$ cat config.mk
export PLATFORM = sky130hd
export DESIGN_NAME = writeback_scheduler
export DESIGN_NICKNAME = d
export VERILOG_FILES = /design/src/rtl/writeback_scheduler.sv
export SDC_FILE = /design/constraint.sdc
export NUM_CORES = 1
export LEC_CHECK = 0
export ABC_AREA = 1
export CAP_MARGIN = 40
export CORE_UTILIZATION = 42
export DETAILED_ROUTE_END_ITERATION = 6
export PLACE_DENSITY = 0.89
export SLEW_MARGIN = 25
export SYNTH_ARGS = -nofsm -noshare
export SYNTH_HDL_FRONTEND = slang
export SYNTH_SLANG_ARGS = --single-unit
$ cat constraint.sdc
create_clock -name i_clk -period 5.65 [get_ports i_clk]
set_input_delay 0.8475 -clock i_clk [delete_from_list [all_inputs] [get_ports i_clk]]
set_output_delay 0.8475 -clock i_clk [all_outputs]
set_load 0.005 [all_outputs]
$ cat src/rtl/writeback_scheduler.sv
// Writeback arbiter: ALU/BRU direct, LSU/MUL/DIV through 1-entry holding buffers with aging stall.
// Optional perf counters built when WB_SCHED_PERF_EN is defined.
package wb_sched_pkg;
    typedef struct packed {
        logic        valid;
        logic        wren;
        logic [4:0]  rd;
        logic [31:0] data;
    } pipe_t;
endpackage

module writeback_scheduler
    import wb_sched_pkg::*;
#(
    parameter  int MAX_WAIT = 4,
    localparam int WAIT_W   = $clog2(MAX_WAIT + 1)
) (
    input  logic        i_clk,
    input  logic        i_rst,
    input  pipe_t       i_alu_wb_pkg,
    input  pipe_t       i_bru_wb_pkg,
    input  pipe_t       i_lsu_wb_pkg,
    input  pipe_t       i_mul_wb_pkg,
    input  pipe_t       i_div_wb_pkg,
    output logic        o_rdy_lsu,
    output logic        o_rdy_mul,
    output logic        o_rdy_div,
    output logic        o_stall,
    output logic        o_conflict,
    output pipe_t       o_wb_pkg,
    output logic [31:0] o_perf_stall,
    output logic [31:0] o_perf_grant
);

    // Buffer index 0=LSU, 1=MUL, 2=DIV; also the round-robin order.
    pipe_t             in_pkg   [3];
    pipe_t             buf_pkg  [3];
    logic [WAIT_W-1:0] wait_cnt [3];
    logic [2:0]        held;
    logic [2:0]        offer;
    logic [2:0]        starved;
    logic [2:0]        grant;
    logic [2:0]        rdy;
    logic [2:0]        accept;
    logic [1:0]        rr_ptr;
    logic [1:0]        rr_ptr_nxt;
    logic              stall;
    logic              conflict;
    logic              sel_alu;
    logic              sel_bru;
    logic              alu_req;
    logic              bru_req;
    pipe_t             wb_nxt;

    // One-hot grant of the first set mask bit at or after ptr, wrapping DIV->LSU.
    function automatic logic [2:0] rr_pick(input logic [2:0] mask, input logic [1:0] ptr);
        logic [2:0] g;
        logic [2:0] s;
        g = 3'b000;
        for (int k = 2; k >= 0; k--) begin
            s = {1'b0, ptr} + 3'(k);
            if (s >= 3'd3) s = s - 3'd3;
            else           s = s;
            if (mask[s[1:0]]) g = 3'b001 << s[1:0];
            else              g = g;
        end
        return g;
    endfunction

    assign in_pkg[0] = i_lsu_wb_pkg;
    assign in_pkg[1] = i_mul_wb_pkg;
    assign in_pkg[2] = i_div_wb_pkg;
    assign alu_req   = i_alu_wb_pkg.valid & i_alu_wb_pkg.wren;
    assign bru_req   = i_bru_wb_pkg.valid & i_bru_wb_pkg.wren;

    // Starvation depends on registered state only, so o_stall has no input path.
    always_comb begin
        for (int x = 0; x < 3; x++) begin
            offer[x]   = in_pkg[x].valid & in_pkg[x].wren;
            starved[x] = held[x] & (wait_cnt[x] == WAIT_W'(MAX_WAIT));
        end
        stall = |starved;
    end

    // Arbitration: starved buffer, then ALU, then BRU, then round-robin buffers.
    always_comb begin
        grant    = 3'b000;
        sel_alu  = 1'b0;
        sel_bru  = 1'b0;
        conflict = 1'b0;
        if (stall) begin
            grant = rr_pick(starved, rr_ptr);
        end else if (alu_req) begin
            sel_alu  = 1'b1;
            conflict = bru_req;
        end else if (bru_req) begin
            sel_bru = 1'b1;
        end else begin
            grant = rr_pick(held, rr_ptr);
        end
    end

    // Next write package, pointer advance and buffer handshake.
    always_comb begin
        wb_nxt = sel_alu  ? i_alu_wb_pkg :
                 sel_bru  ? i_bru_wb_pkg :
                 grant[0] ? buf_pkg[0]   :
                 grant[1] ? buf_pkg[1]   :
                 grant[2] ? buf_pkg[2]   : '0;
        case (grant)
            3'b001:  rr_ptr_nxt = 2'd1;
            3'b010:  rr_ptr_nxt = 2'd2;
            3'b100:  rr_ptr_nxt = 2'd0;
            default: rr_ptr_nxt = rr_ptr;
        endcase
        rdy    = {3{~i_rst}} & (~held | grant);
        accept = offer & rdy;
    end

    // Holding buffers, aging counters, RR pointer and registered write port.
    always_ff @(posedge i_clk or posedge i_rst) begin
        if (i_rst) begin
            held     <= 3'b000;
            rr_ptr   <= 2'd0;
            o_wb_pkg <= '0;
            for (int x = 0; x < 3; x++) begin
                buf_pkg[x]  <= '0;
                wait_cnt[x] <= '0;
            end
        end else begin
            o_wb_pkg <= wb_nxt;
            rr_ptr   <= rr_ptr_nxt;
            for (int x = 0; x < 3; x++) begin
                if (grant[x] | ~held[x]) held[x] <= accept[x];
                else                     held[x] <= held[x];
                if (accept[x]) buf_pkg[x] <= in_pkg[x];
                else           buf_pkg[x] <= buf_pkg[x];
                if (grant[x] | ~held[x])                    wait_cnt[x] <= '0;
                else if (wait_cnt[x] != WAIT_W'(MAX_WAIT))  wait_cnt[x] <= wait_cnt[x] + WAIT_W'(1);
                else                                        wait_cnt[x] <= wait_cnt[x];
            end
        end
    end

    assign o_rdy_lsu  = rdy[0];
    assign o_rdy_mul  = rdy[1];
    assign o_rdy_div  = rdy[2];
    assign o_stall    = stall;
    assign o_conflict = conflict & ~i_rst;

`ifdef WB_SCHED_PERF_EN
    logic [31:0] perf_stall;
    logic [31:0] perf_grant;

    // Free-running wrap-around event counters.
    always_ff @(posedge i_clk or posedge i_rst) begin
        if (i_rst) begin
            perf_stall <= 32'd0;
            perf_grant <= 32'd0;
        end else begin
            perf_stall <= perf_stall + {31'd0, stall};
            perf_grant <= perf_grant + {31'd0, |grant};
        end
    end

    assign o_perf_stall = perf_stall;
    assign o_perf_grant = perf_grant;
`else
    assign o_perf_stall = 32'd0;
    assign o_perf_grant = 32'd0;
`endif

endmodule

==> results.md <==
Detailed routing:
- In this run the remaining antenna-violating nets after routing total 0.
- For this run, the detailed router's first-pass iteration total came to 5.
- The final layout contains routed wiring with a total length of 24.4 mm.
- The wire length per cell after detailed routing is 14.5 µm.
- In this run, the number of DRC markers left after iteration 0 of detailed routing was 538.
- For this block, the via count after detailed routing is 8069.
- The total DRC errors in the routed layout is 0.
- Dividing the detail-routed via count by the number of cells gives 4.79.

Clock tree:
- Clock tree synthesis inserted a total of 17 buffers.
- The root buffer selected by CTS is clkbuf_16.
- At the later pin of the worst-skew pair, clock insertion delay measures 0.42 ns.
- Counting along the longest clock path gives a buffer depth of 2.
- The clock drives 170 sinks.
- After clock tree synthesis, the clock-pin slew on the worst setup and hold paths is 0.07 ns.
- The post-cts resize count is 0.
- The number of hold buffers added after CTS is 0.
- The number of levels in the clock H-tree is 4.
- Post-CTS timing repair inserted 0 buffers for setup.
- TritonCTS built the clock tree.

Finish:
- The number of cells in the finished layout apart from fillers is 1685.
- The core utilization of the finished layout is 58.7%.
- The repair_antennas step left the layout with diodes totalling 0.
- The post-synthesis to final-layout area growth is 34.9%.
- The total of fill cells in the finished design is 1819.
- The net count of the finished layout is 1609.
- The fraction of final layout cells with drive strength greater than 1 is 5.16%.

Critical path:
- In this run the worst path has a maximum fanout of 41.
- The worst reg-to-reg setup slack is 1.96 ns.
- The path depth of the worst reg2reg path is 18.
- The type of element capturing the critical path is an output pin.
- The data required time at the worst endpoint is 4.80 ns.
- The origin of the critical flop-to-flop path is rr_ptr[0].
- In this run the worst setup path begins at rr_ptr[0].
- The endpoint identified for the worst register-to-register timing path is buf_pkg[22].
- STA classifies the critical path startpoint as a register.
- The arrival time reported for the critical path endpoint is 3.27 ns.
- The setup path with the least slack is of type reg2out.

Logic synthesis:
- The share of the yosys chip area belonging to registers is 47.7%.
- The area share of the largest cell type after synthesis is 47.7%.
- Summed over all instances, the cell type with the most area after synthesis is dfrtp_1.
- The mapped netlist covers 8910 µm².
- After technology mapping, the gate count stands at 1181.
- Yosys printed 0 warnings.
- Synthesis inferred 170 register bits.
- Yosys attributes the largest share of cell area to dfrtp_1 (48%), nand2_1 (19%), inv_1 (7.4%).
- The number of distinct standard cells referenced by the synthesized netlist is 29.
- Dividing the synthesized area by the synthesized cell count gives 7.55 µm².

Global routing:
- The number of global-route vias before repair is 7989.
- Global routing used 23.1% of the available tracks.
- The initial antenna violation count is 0.
- The first global-routing pass estimated 39.5 mm of wire.
- The total grt overflow is 0.
- The largest net degree at the start of global routing is 78.

Die:
- In this run the count of I/O pins placed on the die edge is 305.
- The floorplan step set the die height to 148 µm.
- The count of standard-cell rows is 52.
- For this configuration, the core starts out at a cell density of 43.5%.
- The region available for standard cell placement spans 20500 µm².
- The die boundary width is 148 µm.
- The floorplan die area is 21800 µm².

Pwr:
- The power density of the placed cells is 510 nW/µm².
- The peak ir drop on the vdd network is 341 µV.
- The total power of the final layout is 0.00614 W.
- In this run the static leakage power is 6.13 nW.

Place:
- The placed wire-length estimate is 17.8 mm.
- The count of buffers added on input and output ports is 240.
- The final estimated routing congestion in global placement is 0.905.
- The cell count after placement is 1651.

Worst hold path:
- The startpoint identified for the worst hold timing path is buf_pkg[38].
- The tightest min-delay check is of the reg2reg type.
- The endpoint of the worst hold path is buf_pkg[38].
- Along the worst hold path, the cell count comes to 2.

STA:
- The maximum achievable frequency is 243 MHz.
- The final max-slew violation count is 0.
- The total negative setup slack is 0 ns.
- The count of final hold-check violations was 0.
- Setup violations remaining at the end of the flow were counted as 0.
- Setup repair after global routing left no endpoint under its margin.
- The share of the cycle needed by the critical path after routing is 72.9%.
- At the pin with the least slew margin, the transition time is 0.797 ns.
- The clock arrives with 0.0103 ns of skew.
- The worst path needs 4.12 ns of the cycle, external delays included.
- The worst-case headroom to the max-slew limit is 46.8%.
- Hold timing on the final database bottoms out at a slack of 0.472 ns.

Status:
- The flow ran to the end, and the final reports show no timing, DRC or antenna violations.

Run:
- The total of max-cap violations is 0.
registers in the layout, summed over array words and instances, names as in the netlist:
| name | cells |
|---|---|
| buf_pkg | 117 |
| held | 3 |
| o_wb_pkg | 39 |
| rr_ptr | 2 |
| wait_cnt | 9 |
Yosys cell counts, drive strengths merged:
master and n:
nand2 443, inv 182, dfrtp 170, o21ai 119
buf 92, nor2 46, nand4 43, nand3 31
clkbuf 24, ha 10, a21oi 9, xnor2 3
nand3b 2, a21boi 1, conb 1, nor3b 1
nor4 1, o211ai 1, o21bai 1, o22ai 1
worst max-delay path by stage:
stage               depth (start not counted)          end  slack [ns]
floorplan                                   3    o_rdy_div        1.11
global placement                           12    o_rdy_div        1.73
detailed placement                         15  buf_pkg[28]        1.69
CTS                                        16    o_rdy_div        1.51
global route                               16    o_rdy_div        1.34
finish                                     16    o_rdy_div        1.53
cell families after synthesis:
| logic type | Yosys count | synth area share [%] |
|---|---|---|
| simple gates | 567 | 26.4 |
| buf+inv | 298 | 16.4 |
| flops | 170 | 47.7 |
| compound gates | 132 | 7.75 |
| fa+ha+maj | 10 | 1.40 |
| xor+xnor | 3 | 0.295 |
| other cells | 1 | 0.0421 |
per-stage QoR:
step / setup WS [ns] / area [µm²]
2_1_floorplan: 1.11 / 9150
3_3_place_gp: 1.73 / 11200
3_5_place_dp: 1.69 / 11300
4_1_cts: 1.51 / 12000
5_1_grt: 1.34 / 12000
6_report: 1.53 / 12000
cells in the final DEF (no fill, tap or decap), types with 7 or more instances in the layout:
master,Yosys,routed
a21oi_1,9,9
clkbuf_16,0,17
clkdlybuf4s50_1,0,240
conb_1,1,64
dfrtp_1,170,170
ha_1,10,10
inv_1,176,174
inv_2,6,7
nand2_1,440,439
nand3_1,26,25
nand4_1,43,43
nor2_1,45,44
o21ai_0,78,78
o21ai_1,40,40
area by class of cell:
class	instances	area, µm²	share of cell area [%]
Clock inverter	14	208	1.73
Multi-Input combinational cell	776	3460	28.8
Sequential cell	170	4250	35.4
Timing Repair Buffer	255	2640	21.9
Tap cell	270	338	2.81
Clock buffer	18	439	3.65
Inverter	182	687	5.71
critical path, cell delays in order, from the launching register on:
cell,delay (ns)
dfrtp_1,0.39
inv_1,0.10
ha_1,0.43
inv_2,0.22
nand2_1,0.09
nand2_1,0.06
nand2_1,0.05
nand2_1,0.06
nand2_1,0.05
nand3_1,0.08
nand2_1,0.06
inv_2,0.04
buf_4,0.41
nand2_1,0.20
nand2_1,0.12
inv_2,0.04
clkdlybuf4s50_1,0.44
layer usage:
metal  routed length, µm  vias to the layer above  track usage, %
met5                   0                        -               0
met2               12200                      324            39.4
met1               10300                     3787            29.7
met3                1540                       36            4.20
li1                    -                     3922               -
met4                 448                        0            7.27
report_power, final:
group          switching, W  internal, W
Clock              0.000522     0.000766
Combinational       0.00173      0.00107
Sequential         0.000281      0.00176
Total               0.00253      0.00360
(Power assumes the default switching activity.)
